`config.mk`:
```
export PLATFORM = sky130hd
export DESIGN_NAME = pc_sequencer
export DESIGN_NICKNAME = d
export VERILOG_FILES = /design/src/rtl/pc_sequencer.sv
export SDC_FILE = /design/constraint.sdc
export NUM_CORES = 1
export LEC_CHECK = 0
export CORE_MARGIN = 2
export CORE_UTILIZATION = 53
export CTS_BUF_LIST = sky130_fd_sc_hd__clkbuf_8
export DETAILED_ROUTE_END_ITERATION = 10
export PLACE_DENSITY_LB_ADDON = 0.08
export SETUP_SLACK_MARGIN = 0.5
export SLEW_MARGIN = 10
export SYNTH_ARGS = -nofsm -noshare
export SYNTH_HDL_FRONTEND = slang
export SYNTH_SLANG_ARGS = --single-unit
```
`constraint.sdc`:
```
create_clock -name clk -period 9 [get_ports clk]
set_clock_uncertainty 0.15 [all_clocks]
set_input_delay 1.8 -clock clk [delete_from_list [all_inputs] [get_ports clk]]
set_output_delay 1.8 -clock clk [all_outputs]
set_load 0.005 [all_outputs]
```
`src/rtl/pc_sequencer.sv`:
```
// Program-counter sequencer: fetches one instruction at a time from
// instruction memory, presents it to the datapath, and advances the PC
// (sequential, branch or jump) when the datapath accepts it. A fetch that
// waits too long for memory parks the block in a sticky error state.
module pc_sequencer #(
  parameter logic [31:0] RESET_PC      = 32'h0000_0000,
  parameter int unsigned FETCH_TIMEOUT = 16
) (
  input  logic        clk,
  input  logic        reset,
  input  logic        stall,
  input  logic        pcsrc,
  input  logic        jump,
  input  logic [15:0] imm,
  input  logic [25:0] instr_index,
  input  logic        imem_ready,
  input  logic [31:0] imem_rdata,
  output logic [31:0] pc,
  output logic        imem_req,
  output logic [31:0] imem_addr,
  output logic [31:0] instr,
  output logic        instr_valid,
  output logic        fetch_err,
  output logic [31:0] retired
);

  // Wait counter only ever needs to hold values up to FETCH_TIMEOUT-1.
  localparam int unsigned WW = (FETCH_TIMEOUT > 1) ? $clog2(FETCH_TIMEOUT) : 1;
  localparam logic [WW-1:0] WAIT_LAST = WW'(FETCH_TIMEOUT - 1);

  typedef enum logic [1:0] {
    S_FETCH,
    S_ISSUE,
    S_ERROR
  } state_t;

  state_t        state_q, state_d;
  logic [31:0]   pc_q, pc_d;
  logic [31:0]   instr_q, instr_d;
  logic [31:0]   retired_q, retired_d;
  logic          fetch_err_q, fetch_err_d;
  logic [WW-1:0] wait_q, wait_d;

  logic [31:0]   pc_plus4;
  logic [31:0]   branch_tgt;
  logic [31:0]   jump_tgt;

  // Next-PC candidates, all modulo 2^32.
  always_comb begin
    pc_plus4   = pc_q + 32'd4;
    branch_tgt = pc_plus4 + {{14{imm[15]}}, imm, 2'b00};
    jump_tgt   = {pc_plus4[31:28], instr_index, 2'b00};
  end

  // Next-state and datapath update logic; every register holds by default.
  always_comb begin
    state_d     = state_q;
    pc_d        = pc_q;
    instr_d     = instr_q;
    retired_d   = retired_q;
    fetch_err_d = fetch_err_q;
    wait_d      = wait_q;
    case (state_q)
      S_FETCH: begin
        // A ready on the final allowed cycle still counts as a good fetch.
        if (imem_ready) begin
          instr_d = imem_rdata;
          wait_d  = '0;
          state_d = S_ISSUE;
        end else if (wait_q == WAIT_LAST) begin
          fetch_err_d = 1'b1;
          state_d     = S_ERROR;
        end else begin
          wait_d = wait_q + 1'b1;
        end
      end
      S_ISSUE: begin
        if (!stall) begin
          retired_d = retired_q + 32'd1;
          if (jump)       pc_d = jump_tgt;
          else if (pcsrc) pc_d = branch_tgt;
          else            pc_d = pc_plus4;
          state_d = S_FETCH;
        end
      end
      S_ERROR: begin
        state_d = S_ERROR;
      end
      default: begin
        state_d = S_FETCH;
      end
    endcase
  end

  // State register with synchronous reset taking priority over everything.
  always_ff @(posedge clk) begin
    if (reset) begin
      state_q     <= S_FETCH;
      pc_q        <= RESET_PC;
      instr_q     <= '0;
      retired_q   <= '0;
      fetch_err_q <= 1'b0;
      wait_q      <= '0;
    end else begin
      state_q     <= state_d;
      pc_q        <= pc_d;
      instr_q     <= instr_d;
      retired_q   <= retired_d;
      fetch_err_q <= fetch_err_d;
      wait_q      <= wait_d;
    end
  end

  assign pc          = pc_q;
  assign imem_addr   = pc_q;
  assign instr       = instr_q;
  assign retired     = retired_q;
  assign fetch_err   = fetch_err_q;
  assign imem_req    = (state_q == S_FETCH);
  assign instr_valid = (state_q == S_ISSUE);

endmodule
```
== Yosys cells after proc, flatten, opt, wreduce, memory -nomap -nowiden ==
Index checks and enable logic that the tools add are counted.

* Register bits: 103
* Bits of input ports: 80
* Output and inout bits: 131
* Word-level logic and storage cells: 32

* $add $sub $neg: 4
* Equal/unequal tests: 6
* Muxes and demuxes: 8
* Bitwise gates (word level): 2
* Reduce and logical (&&, ||, !) cells: 6

{| class="wikitable"
|+ Operators by type and width
! cell !! count
|-
| $mux 32 || 2
|-
| $add 32x1->32 const B || 1
|-
| $add 32x3->32 const B || 1
|-
| $add 32x32->32 || 1
|-
| $mux 4 || 2
|-
| $reduce_and 2->1 || 4
|-
| $mux 2 || 3
|-
| $pmux 2 s3 || 1
|-
| $add 4x1->4 const B || 1
|-
| $eq 4x4->1 const B || 1
|-
| $ne 2x2->1 const B || 2
|-
| $ne 3x2->1 const B || 1
|-
| $reduce_and 3->1 || 1
|-
| $eq 2x1->1 const B || 1
|-
| $eq 2x2->1 const B || 1
|-
| $logic_not 2->1 || 1
|-
| $not 1->1 || 2
|}

== Logic depth before layout (Yosys ltp) ==
* Depth after elaboration: 4
* Mapped depth: 17
* Mapped depth without buffers: 16

== Least setup slack after synthesis ==
OpenSTA, ideal clock, no wires.

* Path type: input-to-reg
* From: in imm[0]
* To: reg pc_q[30], in the netlist imem_addr[30]
* Arrival time: 3.896 ns
* Required time: 8.716 ns
* Path slack: 4.820 ns
* Stages: 11
* Buffers on the path: 0
* Path through: ha_1 -> fa_1 -> a21o_1 -> a21oi_2 -> o211ai_2 -> and3_1 -> nor3_1 -> o31ai_2 -> a211oi_1 -> a31o_2 -> a211oi_1

* Word-level cells in the longest chain between the ends: 3

{| class="wikitable"
|+ RTL lines
! element !! RTL line !! source
|-
| start: declaration || 14 || <nowiki>input logic [15:0] imm,</nowiki>
|-
| $add 32x32->32 || 51 || <nowiki>branch_tgt = pc_plus4 + {{14{imm[15]}}, imm, 2'b00};</nowiki>
|-
| $mux 32 || 81 || <nowiki>else if (pcsrc) pc_d = branch_tgt;</nowiki>
|-
| $mux 32 || 80 || <nowiki>if (jump) pc_d = jump_tgt;</nowiki>
|-
| end signal: assignment || 106 || <nowiki>pc_q <= pc_d;</nowiki>
|-
| end: declaration || 38 || <nowiki>logic [31:0] pc_q, pc_d;</nowiki>
|}

Every way passes these cells.
A chain may end at the register's enable or synchronous reset.

== Final worst setup path ==
* From: in jump
* To: reg pc_q[31], in the netlist imem_addr[31]

* Word-level cells in the longest chain between the ends: 1

{| class="wikitable"
|+ RTL lines
! element !! RTL line !! source
|-
| start: declaration || 13 || <nowiki>input logic jump,</nowiki>
|-
| $mux 32 || 80 ||
|}

Every way passes these cells.

==> results.cfg <==
[pwr]
power.switching_w = 0.0003205
switching_share = 0.3159
p_leak_nw = 3.460
seq_power_share = 0.474
power_w = 0.001015
pwr-share-comb = 0.246
p_int_w = 0.0006941
powerDensity_nw_per_um2 = 113.0
irDropWorstVdd_uv = 77.42
pwr-share-clk = 0.279

[clock_tree]
cts_root_buf = clkbuf_8
numCtsBuffers = 9
cts-htree-levels = 3
clock_latency_ns = 0.39
cts_hold_buf = 0
ctsResizeCount = 0
clkSinkCount = 101
tritoncts = built
post_cts_buffers = 0
cts.path.max_buffers = 2
cts.clk_slew.worst_paths_ns = 0.10

[floorplanning]
die-area_um2 = 13950
coreArea_um2 = 12670
initial_core_util = 0.5448
die_h_um = 118.1
io_pins = 211
rows = 41
die_w_um = 118.1

[worst_setup_path]
cp_top_family = buffers and inverters
worstPathCellList = clkdlybuf4s50_1, buf_4, clkinv_1, nand2_1, nor4_1, o21ai_0, a311oi_1, a41o_1
r2r-start = imem_addr[4]
rr_endpoint = imem_addr[29]
cp_num_buf_inv = 3
crit_required_ns = 9.15
critical_path.max_fanout = 26
arrival_ns = 4.72
crit_slowest_cell = nand2_1
criticalPathCategory = in -> reg
slowest_delay_ns = 0.77
rr_worst_depth = 14
endpoint_kind = flop
critPathLaunchType = primary input
ff2ff_setup_slack_ns = 4.74

[sta]
slew_headroom = 0.2833
hold_viol = 0
rsz0062_at_grt = false
slew_viol_final = 0
finalCriticalPeriod_ns = 4.577
timing.fmax_mhz = 218.5
timing.final.crit_share = 0.5086
tns_ns = 0
setup_viol = 0
worst_pin_slew_ns = 1.072

[finish]
finish.net_count = 1171
diodes = 0
area_delta_synth_final_pct = 30.03
regArea_um2 = 2022
mostFrequentLayoutCells = clkdlybuf4s50_1, nand2_1, dfxtp_1, nor2_1, a21oi_1
final_common_cell = clkdlybuf4s50_1
stdcell_count = 1228
finalInstanceArea_um2 = 8976
post-route-util = 0.7084
multi_input_area_um2 = 4374
fill_cells = 1104
drive_gt1_frac = 0.04735

[placement]
dp.cells = 1212
gp_congestion = 0.9460
place_area_um2 = 8795
portBuffers = 206
dpl.hpwl_um = 14520

[route]
drcViolationCount = 0
antenna_left = 0
firstDrtPassIters = 5
wl_per_cell_um = 16.22
num_vias = 6905
finalWirelength_um = 19920
via_per_inst = 5.623
dr.first_iter.drc_count = 545

[global_route]
track_usage = 0.2819
grt_pass1_wl_um = 32280
grt_overflow = 0
grt_pass1_vias = 6496
grt_start_max_net_pins = 87
antenna_found_initial = 0

[synthesis]
ys_seq_area_frac = 0.2929
syn_area_um2 = 6903
ys.flop_type = dfxtp_1
ys_ff_latch = 101
synth_cell_types = 84
synth_area_per_cell_um2 = 7.713
yosysWarnings = 0
synthCells = 895
async_flop_share = 0
synth_edf_count = 0

[worst_hold_path]
min_to = instr[1]
whs_path_depth = 2
hp-start = instr[1]
hold_class = reg -> reg

[status]
status = complete, no violations

[flow_run]
cap_violations = 0
==> per-stage QoR <==
step                      setup slack, ns  hold slack, ns
after floorplan                     4.820          0.3027
after global placement              4.127          0.2911
after detailed placement            4.138          0.2962
after CTS                           4.533          0.3097
after global routing                4.247          0.3272
final                               4.423          0.3073
==> worst max path at each step <==
stage | endpoint | cells after the start | startpoint | slack (ns)
2_1_floorplan | imem_addr[30] | 11 | imm[0] | 4.82
3_3_place_gp | imem_addr[31] | 8 | jump | 4.13
3_5_place_dp | imem_addr[31] | 8 | jump | 4.14
4_1_cts | imem_addr[31] | 8 | jump | 4.53
5_1_grt | imem_addr[31] | 8 | jump | 4.25
6_report | imem_addr[31] | 8 | jump | 4.42
==> area by class of cell <==
class                           count  area share
Multi-Input combinational cell    707      0.4873
Clock inverter                      7    0.006412
Sequential cell                   101      0.2253
Tap cell                          172     0.02398
Clock buffer                        9     0.01380
Timing Repair Buffer              213      0.2353
Inverter                           19    0.007945
==> routing by layer <==
layer	vias to the layer above	track usage	wire length, um
met4	0	0.09262	411
met1	3182	0.3697	8833
met3	34	0.06492	1437
met2	260	0.4563	9237
met5	-	0	0
li1	3429	-	-
==> kinds of logic after synthesis <==
family,Yosys count,synth area share
simple gates,362,0.2505
xor+xnor,68,0.08737
fa+ha+maj,40,0.07359
flops,101,0.2929
mux,5,0.007251
compound gates,228,0.2119
other cells,1,0.0005433
buf+inv,90,0.07595
==> power groups by stage <==
stage	clock network, W	registers [W]	logic (W)
floorplan	0	0.000489	0.000145
detailed placement	0	0.000491	0.000246
CTS	0.000291	0.000481	0.000248
global route	0.000309	0.000484	0.000274
global placement	0	0.000491	0.000245
finish	0.000283	0.000481	0.000250
==> Yosys cell counts, drive strengths merged, types with 7 or more instances <==
| cell type | count | area, um2 |
|---|---|---|
| a211oi | 13 | 97.59 |
| a21o | 12 | 90.09 |
| a21oi | 94 | 478.0 |
| and2 | 7 | 43.80 |
| and3 | 15 | 93.84 |
| buf | 41 | 306.5 |
| clkbuf | 30 | 146.4 |
| dfxtp | 101 | 2022 |
| ha | 39 | 488.0 |
| inv | 18 | 67.56 |
| nand2 | 141 | 536.8 |
| nand2b | 7 | 43.79 |
| nand3 | 28 | 152.7 |
| nand4 | 21 | 146.4 |
| nor2 | 96 | 384.1 |
| nor3 | 15 | 86.34 |
| o211ai | 12 | 100.1 |
| o21ai | 42 | 210.2 |
| o21bai | 7 | 52.55 |
| or3 | 9 | 56.30 |
| xnor2 | 39 | 349.1 |
| xor2 | 29 | 254.0 |
==> sequential cells by signal, indices dropped and copies added, names as in the netlist <==
name	flops
imem_addr	30
wait_q	4
retired	32
fetch_err	1
state_q	2
instr	32
==> tightest hold or removal path: stages, from the launching register on <==
cell and delay, ns:
dfxtp_1 0.32, nand2_1 0.05, a21oi_1 0.05
No activity file was read; power rests on OpenSTA's default activity.
